===== src/rtl/load_scoreboard.sv =====
// ---------------------------------------------------------------------------
// load_scoreboard
//   Tracks which architectural registers are waiting for load data and how
//   many loads are in flight. Decode is held (stall) on a read-after-write or
//   write-after-write hazard against a pending load, or when a new load would
//   exceed MAX_OUTSTANDING. Data returning this cycle (ld_done) is forwarded,
//   so its register is treated as already available.
//
// Parameters
//   MAX_OUTSTANDING  maximum number of in-flight loads (1..3)
//
// Ports
//   clk             clock, rising edge
//   rst             asynchronous reset, active low
//   ld_issue        a load leaves decode this cycle
//   ld_issue_rd     destination register of the issuing load
//   ld_done         load data returns this cycle
//   ld_done_rd      destination register of the returning load
//   dec_rs1_src     rs1 index of the decode instruction
//   dec_rs2_src     rs2 index of the decode instruction
//   dec_use_rs1     decode instruction reads rs1
//   dec_use_rs2     decode instruction reads rs2
//   dec_is_load     decode instruction is a load
//   dec_rd_src      rd index of the decode instruction
//   stall           hold decode this cycle (combinational)
//   ld_pending_cnt  number of in-flight loads
// ---------------------------------------------------------------------------
module load_scoreboard #(
  parameter int MAX_OUTSTANDING = 2
) (
  input  logic       clk,
  input  logic       rst,
  input  logic       ld_issue,
  input  logic [4:0] ld_issue_rd,
  input  logic       ld_done,
  input  logic [4:0] ld_done_rd,
  input  logic [4:0] dec_rs1_src,
  input  logic [4:0] dec_rs2_src,
  input  logic       dec_use_rs1,
  input  logic       dec_use_rs2,
  input  logic       dec_is_load,
  input  logic [4:0] dec_rd_src,
  output logic       stall,
  output logic [1:0] ld_pending_cnt
);

  localparam logic [1:0] MAX_CNT = MAX_OUTSTANDING[1:0];

  // Bit 0 (x0) is never stored; it is tied to zero in w_pend.
  logic [31:1] r_pend;
  logic [1:0]  r_cnt;

  logic [31:0] w_pend;
  logic [31:0] w_done_mask;
  logic [31:1] w_set_mask;
  logic [31:0] w_busy;
  logic        w_raw1;
  logic        w_raw2;
  logic        w_waw;
  logic        w_full;
  logic        w_issue;
  logic        w_inc;
  logic        w_dec;

  assign w_pend = {r_pend, 1'b0};

  // One-hot masks for the returning and the issuing register.
  // NOTE: every always_comb output gets a default first so no latch is inferred.
  always_comb begin
    w_done_mask = '0;
    w_set_mask  = '0;
    for (int i = 0; i < 32; i++) begin
      w_done_mask[i] = ld_done && (ld_done_rd == 5'(i));
    end
    for (int i = 1; i < 32; i++) begin
      w_set_mask[i] = w_issue && (ld_issue_rd == 5'(i));
    end
  end

  // A register whose data is returning this cycle is forwarded, so it is not
  // a hazard for decode.
  assign w_busy = w_pend & ~w_done_mask;

  assign w_raw1 = dec_use_rs1 && (dec_rs1_src != 5'd0) && w_busy[dec_rs1_src];
  assign w_raw2 = dec_use_rs2 && (dec_rs2_src != 5'd0) && w_busy[dec_rs2_src];
  assign w_waw  = dec_is_load && (dec_rd_src != 5'd0) && w_busy[dec_rd_src];
  // A returning load frees a slot in the same cycle.
  assign w_full = dec_is_load && (r_cnt == MAX_CNT) && !ld_done;

  assign stall = w_raw1 || w_raw2 || w_waw || w_full;

  // An issue presented while stalled is an upstream error and is dropped.
  assign w_issue = ld_issue && !stall;

  // Saturating count: overflow at MAX and underflow at 0 leave it unchanged.
  assign w_inc = w_issue && !ld_done && (r_cnt != MAX_CNT);
  assign w_dec = ld_done && !w_issue && (r_cnt != 2'd0);

  // NOTE: sequential state uses non-blocking assignments only.
  always_ff @(posedge clk or negedge rst) begin
    if (!rst) begin
      r_pend <= '0;
      r_cnt  <= 2'd0;
    end else begin
      // Clear first, then set, so a same-edge issue to the returning
      // register keeps it pending.
      r_pend <= (r_pend & ~w_done_mask[31:1]) | w_set_mask;
      if (w_inc) begin
        r_cnt <= r_cnt + 2'd1;
      end else if (w_dec) begin
        r_cnt <= r_cnt - 2'd1;
      end
    end
  end

  assign ld_pending_cnt = r_cnt;

endmodule


===== config.mk =====
export PLATFORM = sky130hd
export DESIGN_NAME = load_scoreboard
export DESIGN_NICKNAME = d
export VERILOG_FILES = /design/src/rtl/load_scoreboard.sv
export SDC_FILE = /design/constraint.sdc
export NUM_CORES = 1
export LEC_CHECK = 0
export ABC_AREA = 1
export CORE_MARGIN = 2
export CORE_UTILIZATION = 47
export DETAILED_ROUTE_END_ITERATION = 12
export GPL_ROUTABILITY_DRIVEN = 0
export HOLD_SLACK_MARGIN = 0.08
export PLACE_DENSITY_LB_ADDON = 0.05
export SLEW_MARGIN = 20
export SYNTH_ARGS = -nofsm -noshare
export SYNTH_HDL_FRONTEND = slang
export SYNTH_SLANG_ARGS = --single-unit

===== constraint.sdc =====
create_clock -name clk -period 4.79 [get_ports clk]
set_input_delay 0.479 -clock clk [delete_from_list [all_inputs] [get_ports clk]]
set_output_delay 0.479 -clock clk [all_outputs]
set_load 0.01 [all_outputs]

; ---- Word-level counts from Yosys, hierarchy flattened
; Index checks and enable logic that the tools add are counted.
[op_classes]
muxes = 8
n_shift = 0
n_reduce_logical = 88
order_cmp = 3
div_mod_pow = 0
n_eq_ne = 64
multipliers = 0
n_bitwise = 5
add_sub_neg = 2
[op_table]
columns = op, count
row1 = "== test 5 bit, second input constant", 32
row2 = "== test 5 x 4 -> 1 bit, second input constant", 16
row3 = logical AND 1 bit, 76
row4 = "== test 5 x 3 -> 1 bit, second input constant", 8
row5 = bitwise AND 32 bit, 1
row6 = NOT 32 bit, 1
row7 = bitwise AND 31 bit, 1
row8 = NOT 31 bit, 1
row9 = OR 31 bit, 1
row10 = "== test 5 x 2 -> 1 bit, second input constant", 4
row11 = "less-than comparator 5 x 6 -> 1 bit, second input constant", 3
row12 = binary-select mux 1 bit (select 5 bit), 3
row13 = nonzero test 5 bit, 3
row14 = "== test 5 x 1 -> 1 bit, second input constant", 2
row15 = zero test 5 bit, 1
row16 = 2-to-1 mux 2 bit, 2
row17 = nonzero test 2 bit, 2
row18 = zero test 1 bit, 3
row19 = logical OR 1 bit, 3
row20 = 2-to-1 mux 1 bit, 3
row21 = "adder 2 x 1 -> 2 bit, second input constant", 1
row22 = "== test 2 bit, second input constant", 1
row23 = "!= test 2 bit, second input constant", 1
row24 = "subtractor 2 x 1 -> 2 bit, second input constant", 1
[totals]
wordCells = 172
latch_bits = 0
register_bits = 33
mem_count = 0
out_inout_bits = 3
inputBits = 32
ram_bits = 0
romBits = 0

; ---- Depth between registers and ports, before layout
; Gate-level depths: netlist (run 1).
[depth]
depth_word = 17
ltp_mapped = 20

; ---- Worst setup path before layout (run 1)
; OpenSTA, ideal clock, no wires.
[synth_path]
kind = input to output
from = input port dec_rs1_src[0]
to = output port stall
arrival_ns = 1.776
required_ns = 4.311
cell_stages = 13
path_slack_ns = 2.535
path_cell_list = buf_4 > nor2_1 > inv_1 > a21oi_1 > nor2_1 > nand2_1 > nand3_1 > nand2_1 > nand2_1 > nand3_1 > nand2_2 > nor2_4 > inv_1
[synth_between]
elab_chain_cells = 6
word_cells_on_any_way = 8
[synth_lines]
columns = item, line_no
row1 = "start, declared", 37  ; input logic [4:0] dec_rs1_src,
row2 = binary-select mux 1 bit (select 5 bit) / nonzero test 5 bit (equally long branches), 84  ; assign w_raw1 = dec_use_rs1 && (dec_rs1_src != 5'd0) && w_busy[dec_rs1_src];
row3 = 2-to-1 mux 1 bit (implied by the code) / logical AND 1 bit (equally long branches), 84
row4 = logical AND 1 bit (*), 84
row5 = logical OR 1 bit (*) (3 in series), 90  ; assign stall = w_raw1 || w_raw2 || w_waw || w_full;
row6 = "end, declared", 43  ; output logic stall,
; Every way passes the cells marked *; elsewhere a longest branch is shown, timed or not. The select of a mux whose other input is x is not followed.

; ---- Worst setup path in the final report (run 1)
[layout_path]
from = input port ld_done
to = output port stall
[layout_between]
elab_chain_cells = 9
word_cells_on_any_way = 48
[layout_lines]
columns = item, line_no
row1 = "start, declared", 35  ; input logic ld_done,
row2 = logical AND 1 bit, 73  ; w_done_mask[i] = ld_done && (ld_done_rd == 5'(i));
row3 = NOT 32 bit, 82  ; assign w_busy = w_pend & ~w_done_mask;
row4 = bitwise AND 32 bit, 82
row5 = binary-select mux 1 bit (select 5 bit) (on tied branches), "84, 85"
row6 = 2-to-1 mux 1 bit (on tied branches), "84, 85"
row7 = logical AND 1 bit (on tied branches), "84, 85"
row8 = logical OR 1 bit (2 in series), 90
row9 = logical OR 1 bit (*), 90
; Marks and branches as above.

==> results of run 1 <==
==> synth_stat cells <==
master	count
nor2_1	24
inv_2	4
nand2_1	91
nor2_4	2
nand3_1	186
buf_2	6
o21bai_1	1
inv_1	37
o41ai_1	1
nand3_2	3
o21ai_1	2
o21ai_0	30
nand2_2	1
a21boi_1	1
dfrtp_1	33
a21oi_1	11
nor2_2	1
nand4_1	9
clkbuf_1	5
buf_6	2
clkbuf_2	1
buf_4	2
==> power by group <==
| group | internal, mW | switching, mW | total [mW] |
|---|---|---|---|
| sequential | 0.353 | 0.0826 | 0.435 |
| clock | 0.210 | 0.119 | 0.328 |
| combinational | 0.150 | 0.226 | 0.377 |
| total | 0.713 | 0.428 | 1.14 |
==> how the worst max path moves through the flow <==
stage,startpoint,endpoint
after global routing,ld_done,stall
after detailed placement,ld_done,stall
after CTS,ld_done,stall
after global placement,ld_done,stall
after floorplan,dec_rs1_src[0],stall
final,ld_done,stall
==> cell type report <==
type	count	area, um2
clock inverters	3	68.8
clock buffers	5	68.8
well taps	75	93.8
multi-input cells	363	1720
repair buffers	37	363
fillers	597	2520
inverters	41	154
flip-flops and latches	33	826
==> placed cells by master (no fill, tap or decap) <==
cell	Yosys	routed
nand3_1	186	186
nand2_1	91	91
inv_1	37	37
clkdlybuf4s50_1	0	34
dfrtp_1	33	33
o21ai_0	30	30
nor2_1	24	24
a21oi_1	11	11
nand4_1	9	9
clkbuf_8	0	5
inv_2	4	4
nand3_2	3	3
buf_4	2	3
nor2_4	2	2
o21ai_1	2	2
bufinv_16	0	2
nor2_2	1	1
a21boi_1	1	1
o41ai_1	1	1
nand2_2	1	1
o21bai_1	1	1
inv_6	0	1
==> metal layers <==
| layer | up-vias | global-route usage (%) | routed length (um) |
|---|---|---|---|
| li1 | 1620 | - | - |
| met1 | 1556 | 44.2 | 4120 |
| met2 | 265 | 46.7 | 4190 |
| met3 | 40 | 9.56 | 1310 |
| met4 | 0 | 16.1 | 430 |
| met5 | - | 1.67 | 0 |
==> tightest hold or removal path, delay by kind of cell (launching register included) <==
| family | cells | cell delay (ns) |
|---|---|---|
| AOI/OAI and AO/OA | 1 | 0.07 |
| and+or+nand+nor | 1 | 0.08 |
| DFF | 1 | 0.37 |
==> state kept, by name (all words and copies together) (netlist names) <==
register,flops
ld_pending_cnt,2
r_pend,31
==> through the flow <==
stage                     total power [mW]  hold slack (ns)  instance area, um2
after global routing                  1.21            0.593                3300
after floorplan                      0.658            0.183                2790
after CTS                             1.13            0.548                3300
after global placement               0.798            0.523                3160
final                                 1.14            0.545                3300
after detailed placement             0.804            0.530                3160
==> cells by family after synthesis <==
family	count (synthesis)	share of synthesized area [%]
compound gates	46	8.55
flops	33	29.6
simple gates	317	53.1
buf+inv	57	8.78
==> flow_metrics.py, run 1 <==
metrics = {
    "status": {
        "outcome": "complete, no violations",
    },
    "cts": {
        "clockRootBuffer": "clkbuf_8",
        "cts-hold-fix-buffers": 0,
        "cts_resized": 0,
        "cts_buffers": 5,
        "clockBufferDepth": 2,
        "cts_setup_buffers": 0,
        "h-tree-depth": 2,
        "clock-sinks": 33,
        "clk_pin_slew_ns": 0.08,
        "cts_tree": "built",
        "clock_latency_ns": 0.30,
    },
    "yosys": {
        "syn_nets": 485,
        "syn-instance-count": 453,
        "ys_seq_area_share_pct": 29.6,
        "yosysWarningCount": 0,
        "synth_area_leader_cell": "nand3_1",
        "ys_ff_latch": 33,
        "synth.area.top_cells": "nand3_1 (33%), dfrtp_1 (30%), nand2_1 (12%)",
        "synth_top_area_share_pct": 33.3,
        "synthDistinctLibCells": 22,
        "synth_area_mm2": 0.00279,
        "synth_area_per_cell_um2": 6.17,
    },
    "worst_setup_path": {
        "reg2regPathDepth": 16,
        "crit_path_max_incr_delay_ns": 0.54,
        "critPathBufInv": 5,
        "path_delay_family": "simple AND/OR/NAND/NOR gates",
        "cp.required_ns": 4.31,
        "worstSetupStartpointType": "primary input",
        "r2r_slack_ns": 2.72,
        "crit_arrival_ns": 3.28,
        "endpoint_kind": "output port",
        "crit_slowest_cell": "clkdlybuf4s50_1",
        "timing.rr.end": "ld_pending_cnt[0]",
        "crit_type": "primary input to output port",
        "path_cells": "clkdlybuf4s50_1 > inv_2 > nor2_4 > nand2_1 > nand3_1 > nand3_1 > nand3_1 > nand2_1 > nand2_1 > nand2_1 > inv_1 > nand2_1 > nand2_1 > nand2_2 > nor2_4 > inv_1 > clkdlybuf4s50_1",
        "cp.depth": 17,
        "r2r_start": "r_pend[6]",
        "path_common_cell": "nand2_1",
        "crit_fanout": 15,
    },
    "detailed_routing": {
        "wl_per_cell_um": 18.1,
        "drtIter0Drc": 589,
        "antenna_left": 0,
        "drtPass1Iterations": 6,
        "drc": 0,
        "wirelength_um": 10100,
        "via_per_inst": 6.25,
        "vias": 3481,
    },
    "floorplan": {
        "core_area_mm2": 0.00582,
        "die_w_um": 81.1,
        "pin_count": 35,
        "die_h_um": 81.1,
        "die-area_mm2": 0.00658,
        "std_cell_rows": 28,
        "start_util_pct": 48.0,
    },
    "sta": {
        "final.setup.worst_slack_ns": 1.03,
        "rsz0062_at_grt": "false",
        "drv_slew": 0,
        "hold_viol": 0,
        "period_share_pct": 78.4,
        "slew_headroom_pct": 53.6,
        "setup_viol": 0,
        "fmax_mhz": 266,
        "fin_skew_ns": 0.00718,
        "worst_pin_slew_ns": 0.694,
        "post-route-min-period_ns": 3.76,
        "fin_tns_setup_ns": 0,
    },
    "finish": {
        "final_cells": 557,
        "drive_gt1_share_pct": 4.56,
        "nets": 513,
        "n_antenna_cell": 0,
        "area_growth_pct": 18.0,
        "final_util_pct": 56.7,
    },
    "global_route": {
        "grt_pass1_wl_um": 16000,
        "grt_max_degree": 34,
        "grt_pass1_vias": 3166,
        "grt_overflow": 0,
        "antenna_found_initial": 0,
        "grt_usage_pct": 32.5,
    },
    "placed_design": {
        "dp_slack_ns": 1.13,
        "dp_cells": 549,
        "dp_hpwl_um": 7600,
        "portBuffers": 34,
    },
    "pwr": {
        "power_leakage_nw": 1.46,
        "p_per_area_mw_per_mm2": 346,
        "ir_worst_vdd_mv": 0.223,
    },
    "hold_path": {
        "min_path_cells": 2,
        "hp-start": "r_pend[12]",
        "hold_path_class": "flip-flop to flip-flop",
        "min_to": "r_pend[12]",
    },
    "run": {
        "drv_cap": 0,
    },
}
No activity file was read; power rests on OpenSTA's default activity.
==> run 2, diff against run 1 <==
==> constraint.sdc (replaced) <==
create_clock -name clk -period 3 [get_ports clk]
set_input_delay 0.3 -clock clk [delete_from_list [all_inputs] [get_ports clk]]
set_output_delay 0.3 -clock clk [all_outputs]
set_load 0.01 [all_outputs]
==> flow_metrics.py, run 2 (synthesis results as in run 1) <==
metrics = {
    "status": {
        "outcome": "complete, no violations",
    },
    "cts": {
        "clock-sinks": 33,
        "cts_tree": "built",
        "cts_buffers": 5,
        "clockBufferDepth": 2,
        "clock_latency_ns": 0.29,
        "h-tree-depth": 2,
        "clk_pin_slew_ns": 0.08,
        "cts_setup_buffers": 0,
        "clockRootBuffer": "clkbuf_8",
    },
    "sta": {
        "slew_headroom_pct": 53.3,
        "fmax_mhz": 377,
        "post-route-min-period_ns": 2.66,
        "hold_viol": 0,
        "setup_viol": 0,
        "drv_slew": 0,
        "rsz0062_at_grt": "false",
        "period_share_pct": 88.5,
        "fin_tns_setup_ns": 0,
        "worst_pin_slew_ns": 0.698,
        "fin_skew_ns": 0.00761,
    },
    "worst_setup_path": {
        "path_cells": "clkdlybuf4s50_1 > nand2_1 > inv_2 > buf_12 > nand3_1 > nand3_1 > nand3_1 > nand3_1 > nand3_1 > nand3_1 > nand2_1 > nand2_1 > nand2_1 > nor2_4 > inv_1 > dlymetal6s2s_1",
        "cp-startpoint": "ld_done",
        "cp.required_ns": 2.70,
        "crit_slowest_cell": "clkdlybuf4s50_1",
        "cp.depth": 16,
        "r2r_start": "r_pend[31]",
        "reg2regPathDepth": 14,
        "crit_fanout": 17,
        "crit_arrival_ns": 2.36,
        "endpoint_kind": "output port",
        "r2r_slack_ns": 1.07,
        "crit_type": "primary input to output port",
        "path_common_cell": "nand3_1",
        "timing.rr.end": "r_pend[14]",
        "crit_end": "stall",
        "crit_path_max_incr_delay_ns": 0.52,
        "worstSetupStartpointType": "primary input",
        "critPathBufInv": 5,
        "path_delay_family": "simple AND/OR/NAND/NOR gates",
    },
    "global_route": {
        "grt.busiest_layer": "met2",
        "grt_pass1_vias": 3461,
        "grt_pass1_wl_um": 17500,
        "grt_usage_pct": 35.3,
        "antenna_found_initial": 0,
        "grt_overflow": 0,
        "grt_util_met2_pct": 52.0,
        "grt_max_degree": 34,
        "grt_util_met3_pct": 9.33,
        "use_met1_pct": 47.5,
    },
    "finish": {
        "multi_input_area_mm2": 0.00179,
        "final_util_pct": 61.9,
        "final_common_cell": "nand3_1",
        "largest_reg_flops": 31,
        "regMostFlops": "r_pend",
        "area_growth_pct": 28.9,
        "nets": 541,
        "final_cell_mix": "nand3_1 (179), nand2_1 (87), inv_1 (37)",
        "drive_gt1_share_pct": 13.1,
        "fillers": 581,
        "finalInstanceArea_mm2": 0.00360,
        "register_area_um2": 826,
        "n_antenna_cell": 0,
    },
    "floorplan": {
        "core_area_mm2": 0.00582,
        "die_w_um": 81.1,
        "pin_count": 35,
        "die_h_um": 81.1,
        "start_util_pct": 48.0,
        "die-area_mm2": 0.00658,
        "std_cell_rows": 28,
    },
    "run": {
        "drv_cap": 0,
    },
    "pwr": {
        "p_switching_uw": 708,
        "p_per_area_mw_per_mm2": 500,
        "power_frac_comb_pct": 37.3,
        "pwr-share-seq_pct": 38.3,
        "clockPowerShare_pct": 24.5,
        "p_int_mw": 1.09,
        "ir_worst_vdd_mv": 0.364,
        "sw_frac_of_total_pct": 39.3,
        "power_leakage_nw": 1.63,
        "power.total_mw": 1.80,
    },
    "detailed_routing": {
        "antenna_left": 0,
        "drc": 0,
        "wirelength_um": 10900,
        "drtPass1Iterations": 7,
        "vias": 3701,
        "via_per_inst": 6.33,
        "drtIter0Drc": 694,
        "wl_per_cell_um": 18.6,
    },
    "placed_design": {
        "postPlaceCellArea_mm2": 0.00341,
        "portBuffers": 34,
        "dp_hpwl_um": 8130,
    },
    "hold_path": {
        "hold_path_class": "primary input to asynchronous set/reset pin",
    },
}
[run 2: cell types whose count changed in the layout (fill, tap and decap cells not counted), sizes merged]
cell,delta
buf,+28
bufinv,-1
clkdlybuf4s50,-4
clkinv,+1
clkinvlp,+1
dlymetal6s2s,+4
inv,-1
[run 2: worst min path at each step]
| stage | end | cells after the start |
|---|---|---|
| after global placement | r_pend[21] | 2 |
| after global routing | r_pend[26] | 2 |
| final | r_pend[26] | 2 |
| after detailed placement | r_pend[12] | 2 |
| after floorplan | ld_pending_cnt[0] | 0 |
| after CTS | r_pend[7] | 2 |
[run 2: routing by layer]
layer,routed length (um),vias up
li1,-,1680
met1,4240,1641
met2,4620,320
met3,1520,60
met4,497,0
met5,0,-
[run 2: power by group through the flow]
stage	clock (mW)	combinational [mW]	sequential, mW
global route	0.466	0.746	0.704
finish	0.440	0.671	0.689
CTS	0.441	0.648	0.682
detailed placement	0	0.645	0.691
floorplan	0	0.389	0.662
global placement	0	0.636	0.688
[run 2: area by class of cell]
type                       count  area share [%]
inverter                      41            4.27
timing repair buffer          65            17.2
sequential                    33            22.9
clock inverter                 3            1.29
clock buffer                   5            1.91
multi-input combinational    363            49.8
tap                           75            2.61
[run 2: through the flow]
stage          hold slack (ns)  std cells  setup slack, ns
2_1_floorplan          0.00441        453             1.10
3_3_place_gp             0.517        577           0.0256
3_5_place_dp             0.534        577           0.0127
4_1_cts                  0.440        585         0.000134
5_1_grt                  0.465        585            0.172
6_report                 0.421        585            0.345
[run 2: worst reg2reg max path, delay by kind of cell, from the launching register on]
kind / cells / cell delay (ns)
AO/OA/AOI/OAI: 2 / 0.32
buffers and inverters: 3 / 0.36
flip-flops: 1 / 0.40
AND/OR/NAND/NOR: 9 / 0.77
[run 2: what timing repair did]
item	CTS	global route
setup endpoints to repair	0	1
hold buffers	0	0
resized for setup	0	23
